[src/rtl/bottling_pkg.sv]
// ============================================================================
//  bottling_pkg
//  Shared constants, state encoding and BCD helpers for the bottling controller.
//  Rev 1.0  initial release
// ============================================================================
`default_nettype none

package bottling_pkg;

  localparam int NUM_DIGITS = 5;
  localparam logic [3:0] BCD_MAX = 4'd9;

  localparam logic [2:0] POS_P1 = 3'd0;
  localparam logic [2:0] POS_P2 = 3'd1;
  localparam logic [2:0] POS_P3 = 3'd2;
  localparam logic [2:0] POS_B1 = 3'd3;
  localparam logic [2:0] POS_B2 = 3'd4;

  localparam logic [1:0] ST_IDLE   = 2'd0;
  localparam logic [1:0] ST_EDIT   = 2'd1;
  localparam logic [1:0] ST_REJECT = 2'd2;
  localparam logic [1:0] ST_ARMED  = 2'd3;

  function automatic logic [3:0] bcd_inc(input logic [3:0] d);
    return (d >= BCD_MAX) ? 4'd0 : d + 4'd1;
  endfunction

  function automatic logic [2:0] pos_inc(input logic [2:0] p);
    return (p >= POS_B2) ? POS_P1 : p + 3'd1;
  endfunction

endpackage

`default_nettype wire

[src/rtl/target_setter_if.sv]
// ============================================================================
//  target_setter_if
//  Front-panel keys in, target digits / cursor / status out.
//  Rev 1.0  initial release
// ============================================================================
`default_nettype none

interface target_setter_if;
  logic       btn_inc;
  logic       btn_next;
  logic       btn_start;
  logic       edit_en;
  logic [3:0] target_pills1;
  logic [3:0] target_pills2;
  logic [3:0] target_pills3;
  logic [3:0] target_bottles1;
  logic [3:0] target_bottles2;
  logic [2:0] position;
  logic [4:0] flicker_mask;
  logic       start_pulse;
  logic       cfg_error;

  modport slave (
    input  btn_inc, btn_next, btn_start, edit_en,
    output target_pills1, target_pills2, target_pills3,
           target_bottles1, target_bottles2,
           position, flicker_mask, start_pulse, cfg_error
  );

  modport master (
    output btn_inc, btn_next, btn_start, edit_en,
    input  target_pills1, target_pills2, target_pills3,
           target_bottles1, target_bottles2,
           position, flicker_mask, start_pulse, cfg_error
  );
endinterface

`default_nettype wire

[src/rtl/btn_debounce.sv]
// ============================================================================
//  btn_debounce
//  Stability-counter debouncer; emits a one-cycle pulse on each debounced press.
//  Rev 1.0  initial release
// ============================================================================
`default_nettype none

module btn_debounce #(
  parameter int DEBOUNCE_MS = 20
) (
  input  wire  clk,
  input  wire  rst,
  input  wire  raw,
  output logic level,
  output logic press
);

  localparam int             c_cw    = $clog2(DEBOUNCE_MS + 1);
  localparam logic [c_cw-1:0] c_limit = c_cw'(DEBOUNCE_MS - 1);

  logic [c_cw-1:0] r_cnt;
  logic            r_level;
  logic            r_press;

  // Any sample agreeing with the current level restarts the stability window.
  always_ff @(posedge clk or posedge rst) begin
    if (rst) begin
      r_cnt   <= '0;
      r_level <= 1'b0;
      r_press <= 1'b0;
    end else begin
      r_press <= 1'b0;
      if (raw == r_level) begin
        r_cnt <= '0;
      end else if (r_cnt == c_limit) begin
        r_cnt   <= '0;
        r_level <= raw;
        r_press <= raw;
      end else begin
        r_cnt <= r_cnt + c_cw'(1);
      end
    end
  end

  assign level = r_level;
  assign press = r_press;

endmodule

`default_nettype wire

[src/rtl/target_setter.sv]
// ============================================================================
//  target_setter
//  SETTING-phase key sequencer: edits five BCD target digits and issues start.
//  Optional auto-repeat on the increment key: TARGET_SETTER_AUTOREPEAT_EN.
//  Rev 1.0  initial release
// ============================================================================
`default_nettype none

module target_setter
  import bottling_pkg::*;
#(
  parameter int DEBOUNCE_MS = 20,
  parameter int HOLD_MS     = 500,
  parameter int REPEAT_MS   = 125
) (
  input wire            clk_1khz,
  input wire            switch_clr,
  target_setter_if.slave bus
);

  logic w_inc_level, w_inc_press;
  logic w_next_level, w_next_press;
  logic w_start_level, w_start_press;

  btn_debounce #(.DEBOUNCE_MS(DEBOUNCE_MS)) u_db_inc (
    .clk(clk_1khz), .rst(switch_clr), .raw(bus.btn_inc),
    .level(w_inc_level), .press(w_inc_press));
  btn_debounce #(.DEBOUNCE_MS(DEBOUNCE_MS)) u_db_next (
    .clk(clk_1khz), .rst(switch_clr), .raw(bus.btn_next),
    .level(w_next_level), .press(w_next_press));
  btn_debounce #(.DEBOUNCE_MS(DEBOUNCE_MS)) u_db_start (
    .clk(clk_1khz), .rst(switch_clr), .raw(bus.btn_start),
    .level(w_start_level), .press(w_start_press));

  logic [1:0] r_state, w_state_next;
  logic [3:0] r_digit [NUM_DIGITS];
  logic [3:0] w_digit_next [NUM_DIGITS];
  logic [2:0] r_pos, w_pos_next;
  logic [4:0] r_mask, w_mask_next;
  logic       r_err, w_err_next;
  logic       r_sp, w_sp_next;
  logic       w_inc_evt;

`ifdef TARGET_SETTER_AUTOREPEAT_EN
  localparam int              c_rw     = $clog2(((HOLD_MS > REPEAT_MS) ? HOLD_MS : REPEAT_MS) + 1);
  localparam logic [c_rw-1:0] c_hold   = c_rw'(HOLD_MS);
  localparam logic [c_rw-1:0] c_repeat = c_rw'(REPEAT_MS);

  logic [c_rw-1:0] r_rep_cnt;
  logic            r_rep_first;
  logic            w_rep_fire;
  logic            w_unused_levels;

  assign w_rep_fire = w_inc_level && !w_inc_press &&
                      (r_rep_cnt == (r_rep_first ? c_hold : c_repeat));

  // Counts cycles since the press or the previous repeat while the key stays down.
  always_ff @(posedge clk_1khz or posedge switch_clr) begin
    if (switch_clr) begin
      r_rep_cnt   <= '0;
      r_rep_first <= 1'b1;
    end else if (w_inc_press) begin
      r_rep_cnt   <= c_rw'(1);
      r_rep_first <= 1'b1;
    end else if (!w_inc_level) begin
      r_rep_cnt   <= '0;
      r_rep_first <= 1'b1;
    end else if (w_rep_fire) begin
      r_rep_cnt   <= c_rw'(1);
      r_rep_first <= 1'b0;
    end else begin
      r_rep_cnt <= r_rep_cnt + c_rw'(1);
    end
  end

  assign w_inc_evt       = w_inc_press || (w_rep_fire && (r_state == ST_EDIT));
  assign w_unused_levels = w_next_level ^ w_start_level;
`else
  localparam int c_unused_timing = HOLD_MS + REPEAT_MS;
  logic          w_unused_levels;

  assign w_inc_evt       = w_inc_press;
  assign w_unused_levels = w_inc_level ^ w_next_level ^ w_start_level;
`endif

  // Priority start > next > inc: lower-priority events are masked out.
  logic w_ev_start, w_ev_next, w_ev_inc, w_valid, w_active;
  assign w_ev_start = w_start_press;
  assign w_ev_next  = w_next_press && !w_start_press;
  assign w_ev_inc   = w_inc_evt && !w_next_press && !w_start_press;
  assign w_valid    = ({r_digit[POS_P3], r_digit[POS_P2], r_digit[POS_P1]} != 12'd0) &&
                      ({r_digit[POS_B2], r_digit[POS_B1]} != 8'd0);
  assign w_active   = bus.edit_en && ((r_state == ST_EDIT) || (r_state == ST_REJECT));

  always_ff @(posedge clk_1khz or posedge switch_clr) begin
    if (switch_clr) r_state <= ST_IDLE;
    else            r_state <= w_state_next;
  end

  always_comb begin
    w_state_next = r_state;
    case (r_state)
      ST_IDLE:   if (bus.edit_en) w_state_next = ST_EDIT;
      ST_EDIT, ST_REJECT: begin
        if (!bus.edit_en)              w_state_next = ST_IDLE;
        else if (w_ev_start)           w_state_next = w_valid ? ST_ARMED : ST_REJECT;
        else if (w_ev_next || w_ev_inc) w_state_next = ST_EDIT;
      end
      ST_ARMED:  if (!bus.edit_en) w_state_next = ST_IDLE;
      default:   w_state_next = ST_IDLE;
    endcase
  end

  always_comb begin
    for (int i = 0; i < NUM_DIGITS; i++) w_digit_next[i] = r_digit[i];
    w_pos_next = r_pos;
    w_err_next = r_err;
    w_sp_next  = 1'b0;
    if (w_active) begin
      if (w_ev_start) begin
        w_sp_next  = w_valid;
        w_err_next = !w_valid;
      end else if (w_ev_next) begin
        w_pos_next = pos_inc(r_pos);
        w_err_next = 1'b0;
      end else if (w_ev_inc) begin
        for (int i = 0; i < NUM_DIGITS; i++)
          if (r_pos == 3'(i)) w_digit_next[i] = bcd_inc(r_digit[i]);
        w_err_next = 1'b0;
      end
    end else if (w_state_next == ST_IDLE) begin
      w_err_next = 1'b0;
    end
    case (w_state_next)
      ST_EDIT:   w_mask_next = 5'(1) << w_pos_next;
      ST_REJECT: w_mask_next = 5'b11111;
      default:   w_mask_next = 5'b00000;
    endcase
  end

  always_ff @(posedge clk_1khz or posedge switch_clr) begin
    if (switch_clr) begin
      for (int i = 0; i < NUM_DIGITS; i++) r_digit[i] <= 4'd0;
      r_pos  <= POS_P1;
      r_mask <= 5'b00000;
      r_err  <= 1'b0;
      r_sp   <= 1'b0;
    end else begin
      for (int i = 0; i < NUM_DIGITS; i++) r_digit[i] <= w_digit_next[i];
      r_pos  <= w_pos_next;
      r_mask <= w_mask_next;
      r_err  <= w_err_next;
      r_sp   <= w_sp_next;
    end
  end

  assign bus.target_pills1   = r_digit[POS_P1];
  assign bus.target_pills2   = r_digit[POS_P2];
  assign bus.target_pills3   = r_digit[POS_P3];
  assign bus.target_bottles1 = r_digit[POS_B1];
  assign bus.target_bottles2 = r_digit[POS_B2];
  assign bus.position        = r_pos;
  assign bus.flicker_mask    = r_mask;
  assign bus.start_pulse     = r_sp;
  assign bus.cfg_error       = r_err;

endmodule

`default_nettype wire
[src/flat_wrapper.sv]
// flat-port wrapper written by rule: the top's interface ports become plain ports
module target_setter_flat import bottling_pkg::*;
#(
  parameter int DEBOUNCE_MS = 20,
  parameter int HOLD_MS     = 500,
  parameter int REPEAT_MS   = 125
)
  (clk_1khz, switch_clr, bus_btn_inc, bus_btn_next, bus_btn_start, bus_edit_en, bus_target_pills1, bus_target_pills2, bus_target_pills3, bus_target_bottles1, bus_target_bottles2, bus_position, bus_flicker_mask, bus_start_pulse, bus_cfg_error);
  target_setter_if bus_i ();
  input wire clk_1khz;
  input wire switch_clr;
  input wire logic [$bits(bus_i.btn_inc)-1:0] bus_btn_inc;
  input wire logic [$bits(bus_i.btn_next)-1:0] bus_btn_next;
  input wire logic [$bits(bus_i.btn_start)-1:0] bus_btn_start;
  input wire logic [$bits(bus_i.edit_en)-1:0] bus_edit_en;
  output wire logic [$bits(bus_i.target_pills1)-1:0] bus_target_pills1;
  output wire logic [$bits(bus_i.target_pills2)-1:0] bus_target_pills2;
  output wire logic [$bits(bus_i.target_pills3)-1:0] bus_target_pills3;
  output wire logic [$bits(bus_i.target_bottles1)-1:0] bus_target_bottles1;
  output wire logic [$bits(bus_i.target_bottles2)-1:0] bus_target_bottles2;
  output wire logic [$bits(bus_i.position)-1:0] bus_position;
  output wire logic [$bits(bus_i.flicker_mask)-1:0] bus_flicker_mask;
  output wire logic [$bits(bus_i.start_pulse)-1:0] bus_start_pulse;
  output wire logic [$bits(bus_i.cfg_error)-1:0] bus_cfg_error;
  assign bus_i.btn_inc = bus_btn_inc;
  assign bus_i.btn_next = bus_btn_next;
  assign bus_i.btn_start = bus_btn_start;
  assign bus_i.edit_en = bus_edit_en;
  assign bus_target_pills1 = bus_i.target_pills1;
  assign bus_target_pills2 = bus_i.target_pills2;
  assign bus_target_pills3 = bus_i.target_pills3;
  assign bus_target_bottles1 = bus_i.target_bottles1;
  assign bus_target_bottles2 = bus_i.target_bottles2;
  assign bus_position = bus_i.position;
  assign bus_flicker_mask = bus_i.flicker_mask;
  assign bus_start_pulse = bus_i.start_pulse;
  assign bus_cfg_error = bus_i.cfg_error;
  target_setter #(.DEBOUNCE_MS(DEBOUNCE_MS), .HOLD_MS(HOLD_MS), .REPEAT_MS(REPEAT_MS)) u_core (.clk_1khz(clk_1khz), .switch_clr(switch_clr), .bus(bus_i));
endmodule
[config.mk]
export PLATFORM = sky130hd
export DESIGN_NAME = target_setter_flat
export DESIGN_NICKNAME = d
export VERILOG_FILES = /design/src/rtl/bottling_pkg.sv /design/src/rtl/target_setter_if.sv /design/src/rtl/btn_debounce.sv /design/src/rtl/target_setter.sv /design/src/flat_wrapper.sv
export SDC_FILE = /design/constraint.sdc
export NUM_CORES = 1
export LEC_CHECK = 0
export CAP_MARGIN = 10
export CELL_PAD_IN_SITES_DETAIL_PLACEMENT = 1
export CELL_PAD_IN_SITES_GLOBAL_PLACEMENT = 1
export CORE_ASPECT_RATIO = 1.75
export CORE_MARGIN = 1.5
export CORE_UTILIZATION = 46
export DETAILED_ROUTE_END_ITERATION = 8
export PLACE_DENSITY_LB_ADDON = 0.1
export SYNTH_ARGS = -nofsm -noshare
export SYNTH_HDL_FRONTEND = slang
export SYNTH_SLANG_ARGS = --single-unit
[constraint.sdc]
create_clock -name clk_1khz -period 6.75 [get_ports clk_1khz]
set_input_delay 1.6875 -clock clk_1khz [delete_from_list [all_inputs] [get_ports clk_1khz]]
set_output_delay 1.6875 -clock clk_1khz [all_outputs]
set_load 0.02 [all_outputs]
### Word-level counts from Yosys, hierarchy flattened

Index checks and enable logic that the tools add are counted.
Widths: inputs -> output; s select.

* register bits: 53
* input bits: 6
* output and inout port bits: 30
* word-level logic and storage cells: 118

* add/subtract/negate cells: 9
* $lt $le $gt $ge: 6
* equality and inequality tests: 16
* shift-type cells: 1
* multiplexer cells: 36
* bitwise operators: 5
* reductions and logical operators: 26

Operators by type and width (count)
* $mux 5: 6
* $reduce_and 5->1: 5
* $add 4x1->4 const B: 5
* $ge 4x4->1 const B: 5
* $mux 4: 5
* $add 5x1->5 const B: 3
* $eq 5x5->1 const B: 3
* $mux 1: 14
* $mux 3: 4
* $reduce_bool 12->1: 1
* $mux 2: 5
* $pmux 5 s2: 1
* $reduce_and 2->1: 4
* $reduce_bool 8->1: 1
* $eq 2x2->1 const B: 3
* $eq 3x2->1 const B: 2
* $pmux 2 s3: 1
* $logic_and 1x1->1: 5
* $not 1->1: 5
* $shl 1x3->5 const A: 1
* $eq 2x1->1 const B: 2
* $logic_not 2->1: 2
* $ne 4x2->1 const B: 1
* $add 3x1->3 const B: 1
* other kinds (9): 14

### Logic depth before layout (Yosys ltp)

* depth in word-level cells: 11
* depth in mapped cells: 8
* depth with buffers taken out: 7

### Modules after synthesis

From an unflattened synthesis, not the netlist that was laid out.

* cell total of the unflattened synthesis: 298
* area, all modules: 3012.9 µm²

By module, submodules not included
* target_setter: instances 1, cells each 214, area each 2014.4 µm², seq. area each 800.8 µm²
* btn_debounce: instances 3, cells each 28, area each 332.8 µm², seq. area each 175.2 µm²

### Worst setup path before layout

Ideal clock, no wire load.

* path type: input -> register
* start: input port bus_edit_en
* end: register u_core.r_mask[0], in the netlist u_core.bus.flicker_mask[0]
* library setup time: 95 ps
* arrival time: 2974 ps
* data required time: 6655 ps
* path slack: 3681 ps
* stages: 5
* path buffers: 0
* cells stage by stage: nand2_1 -> a311o_1 -> o21a_1 -> or4_4 -> o31ai_1

* cells in the longest elaborated chain, start to end: 4
* elaborated cells between the ends (all ways): 10
* those cells by class: eq/ne: 2; shift: 1; mux: 6; reduce/logical: 1

Ends and longest elaborated chain
* start, declared: RTL line flat_wrapper.sv:15 `input wire logic [$bits(bus_i.edit_en)-1:0] bus_edit_en;`
* $mux 2, or another cell as far along: RTL line target_setter.sv:109 `ST_ARMED: if (!bus.edit_en) w_state_next = ST_IDLE;`
* $pmux 2 s3 or $mux 3 (tied branches): RTL line target_setter.sv:102, target_setter.sv:119
* $eq 2x2->1, or another cell as far along: RTL line target_setter.sv:134 `case (w_state_next)`
* $pmux 5 s2 (*): RTL line target_setter.sv:134
* named net u_core.w_mask_next[0]: RTL line target_setter.sv:39 `logic [4:0] r_mask, w_mask_next;`
* end signal, assigned: RTL line target_setter.sv:151 `r_mask <= w_mask_next;`
* end, declared: RTL line target_setter.sv:39

Mark *: on every way through the listed nets, which the timed path passes. The rest lies on a longest branch.
A chain may end at the register's enable or synchronous reset.

### Worst setup path after layout

* start: input port bus_edit_en
* end: register u_core.r_mask[1], in the netlist u_core.bus.flicker_mask[1]

Same word-level chain as after synthesis.

==> run metrics <==
CTS clock-pin slew for the worst setup and hold paths 0.10 ns; total non-filler cell area in the finished layout 3340 µm²; part of the power in combinational logic 16.3%; count of vias placed by the detailed router between 2000 and 2500; DRT iter0 DRCs approximately 110; class of the worst hold path register to register; total power divided by cell area 191 nW/µm²; Longest Clk Path Bufs 2; Largest stage delay, worst path 0.58 ns; largest net degree at the start of global routing 54; synthesized instance count between 200 and 300; total track usage 20.1%; number of iterations in the first detailed-routing pass 4; prevailing post-synth register cell sky130_fd_sc_hd__dfrtp_1; leakage 1.51 nW; number of unique standard cell types used by synthesis 45; DRC violations left 0; synthesized area per cell between 10 and 15 µm²; master cell of the clock root buffer sky130_fd_sc_hd__clkbuf_8; clock insertion delay at the later pin of the skew report 0.31 ns; number of global-route vias before repair 2279; Hold Crit Depth 1; remaining global-route overflow 0; flip-flop and latch count after synthesis 53; NetSw 0.000181 W; share of post-route cells with drive strength above 1 6.05%; initial standard-cell utilization of the core 47.8%; Setup WS post-layout 3.24 ns; Die Height 106 µm; commonest non-fill, non-tap cell in the layout sky130_fd_sc_hd__dfrtp_1; Req. time, crit path 6.97 ns; antenna-violating nets left 0; quantity of hold-fixing buffers added after cts 0; Power Total ~0.00064 W; Slew Viols, Final 0; worst setup slack after placement 2.93 ns; aggregate negative setup slack 0 ns; # setup viols final 0; R2R Path End u_core.bus.flicker_mask[1]; slew at the pin closest to its max-slew limit around 0.75 ns; reg2reg setup slack ~4.3 ns; crit path kind input port to register; number of synthesized flops with an enable pin 0; final instance count without filler cells 392; beginning of the worst register-to-register path u_core.bus.target_bottles2[0]; NumNets Final 347; post-synth top area share 47.2%; critical-path maximum fanout 6; family with the most delay on the worst path simple AND/OR/NAND/NOR gates; Int Power 0.000455 W; crit end category register; count of placed standard cells including taps 384; Period minus WS final around 3.5 ns; Placeable Area 5880 µm²; sort of element at the start of the critical path input port; CTS tree yes; sinks on the clock net 53; portion of total power attributed to the clock network 29.5%; status finished clean; H-tree depth 2; arrival time of the worst setup path 3.73 ns; Async S/R FF share, synth 100%; Hold Path End u_core.u_db_inc.r_cnt[0]; buffers inserted by post-CTS timing repair 0; initial antenna violation count 0; Crit path buffers/inverters 1; Reg2Reg Depth 7; Post-DP HPWL 4680 µm; die width 62.1 µm; Placement Rows 37; area of the die roughly 6600 µm²; remaining max-slew budget at the tightest pin between 40% and 50%; Hold Path Origin u_core.u_db_inc.r_cnt[0]; cell accounting for the most synthesized area sky130_fd_sc_hd__dfrtp_1; fill count 675; IO Count 36; unrepaired setup endpoints after global routing false; slowest stage cell, crit path sky130_fd_sc_hd__clkdlybuf4s50_1; global placer's final weighted congestion 0.737; post-synthesis sequential area ratio a little under half; maximum operating frequency 0.285 GHz; Placed Area 3240 µm²; TritonCTS buffer count 5; maximum VDD drop 174 µV; Detailed Route WL 5930 µm; DR WL/cell roughly 15 µm; most frequent cells in the layout 53 x sky130_fd_sc_hd__dfrtp_1, 35 x sky130_fd_sc_hd__clkdlybuf4s50_1, 28 x sky130_fd_sc_hd__ha_1; crit path cell chain clkdlybuf4s50_1, nand2_1, a311o_1, o21a_1, or4_4, o31ai_1; sequential group share of total power between 50% and 60%; number of synthesis warnings 0; Gates resized, CTS repair 0; number of max-capacitance violations reported 0; final hold violations 0; number of antenna diodes 0; first-pass GRT wire length 10100 µm; final worst clock skew 0.00731 ns; layout overhead on the synthesized area 18.9%; net switching fraction of the power 28.5%; post-detailed-route via-to-cell ratio 5.48; count of buffers from port buffering 35; crit share post-route between 50% and 60%; cells taking the most area after synthesis sky130_fd_sc_hd__dfrtp_1 47%, sky130_fd_sc_hd__ha_1 12%, sky130_fd_sc_hd__o21ai_0 3.7%, sky130_fd_sc_hd__nand3_1 3.6%, sky130_fd_sc_hd__inv_1 2.9%; syn nets 309; area of the mapped netlist roughly 2800 µm²
## kinds of logic (layout without fill, tap and decap cells)
kind of cell	Yosys count	count (layout)	share of synthesized area, %
buffers and inverters	27	66	3.61
xor gates and xnor gates	12	12	3.74
muxes	5	5	1.92
AOI/OAI and AO/OA	58	58	13.9
DFF	53	53	47.2
and+or+nand+nor	92	92	17.1
adders and majority gates	28	28	12.5
## synth_stat cells, types with 2 or more instances
library cell                count
sky130_fd_sc_hd__a21oi_1        7
sky130_fd_sc_hd__a41oi_1        5
sky130_fd_sc_hd__nand3_1       20
sky130_fd_sc_hd__dfrtp_1       53
sky130_fd_sc_hd__o2bb2ai_1      2
sky130_fd_sc_hd__clkbuf_1       5
sky130_fd_sc_hd__and2_1         7
sky130_fd_sc_hd__nor3b_1        3
sky130_fd_sc_hd__nor4_1         2
sky130_fd_sc_hd__inv_1         22
sky130_fd_sc_hd__mux2i_1        2
sky130_fd_sc_hd__nor3_1         7
sky130_fd_sc_hd__mux2_2         3
sky130_fd_sc_hd__o21ai_0       21
sky130_fd_sc_hd__xor2_1         7
sky130_fd_sc_hd__nor2_1        19
sky130_fd_sc_hd__ha_1          28
sky130_fd_sc_hd__nor2b_1        5
sky130_fd_sc_hd__nand2_1       14
sky130_fd_sc_hd__o21a_1         3
sky130_fd_sc_hd__and3_1         2
sky130_fd_sc_hd__xnor2_1        5
sky130_fd_sc_hd__nand2b_1       4
sky130_fd_sc_hd__o31a_1         2
sky130_fd_sc_hd__o31ai_1        7
## sequential cells by signal (all words and copies together) (netlist names), 3 cells and up
name,flops
u_core.bus.flicker_mask,5
u_core.bus.position,3
u_core.bus.target_bottles1,4
u_core.bus.target_bottles2,4
u_core.bus.target_pills1,4
u_core.bus.target_pills2,4
u_core.bus.target_pills3,4
u_core.u_db_inc.r_cnt,5
u_core.u_db_next.r_cnt,5
u_core.u_db_start.r_cnt,5
## worst max path at each step
stage | depth (start not counted) | end | from | slack (ns)
6_report | 6 | u_core.bus.flicker_mask[1] | bus_edit_en | 3.24
5_1_grt | 6 | u_core.bus.flicker_mask[1] | bus_edit_en | 3.15
4_1_cts | 6 | u_core.bus.flicker_mask[1] | bus_edit_en | 3.25
3_5_place_dp | 6 | u_core.bus.flicker_mask[1] | bus_edit_en | 2.93
3_3_place_gp | 6 | u_core.bus.flicker_mask[2] | bus_edit_en | 2.99
2_1_floorplan | 5 | u_core.bus.flicker_mask[0] | bus_edit_en | 3.68
## power by group through the flow
stage                     registers, W  logic [W]  clock network, W
after floorplan               0.000353  0.0000709                 0
after global placement        0.000352  0.0000999                 0
after detailed placement      0.000352   0.000104                 0
after CTS                     0.000346   0.000104          0.000194
after global routing          0.000348   0.000115          0.000206
final                         0.000345   0.000104          0.000188
## area by class of cell
cell class                      count  area, µm²  share of cell area [%]
Sequential cell                    53       1330                    39.7
Tap cell                           78       97.6                    2.92
Timing Repair Buffer               36        358                    10.7
Clock inverter                      3       26.3                   0.787
Clock buffer                        5       68.8                    2.06
Multi-Input combinational cell    195       1380                    41.3
Inverter                           22       82.6                    2.47
## metrics by stage
stage / util, % / hold slack, ns
finish: 56.8 / 0.467
detailed placement: 55.2 / 0.457
CTS: 56.8 / 0.471
global placement: 55.2 / 0.449
floorplan: - / 0.431
global route: 56.8 / 0.486
## per-layer routing
| metal | up-vias | wire [µm] | track usage, % |
|---|---|---|---|
| li1 | 1041 | - | - |
| met1 | 1080 | 2260 | 21.3 |
| met2 | 22 | 3490 | 37.9 |
| met3 | 6 | 116 | 3.77 |
| met4 | 0 | 67 | 4.71 |
| met5 | - | 0 | 0 |
No activity file was read; power rests on OpenSTA's default activity.
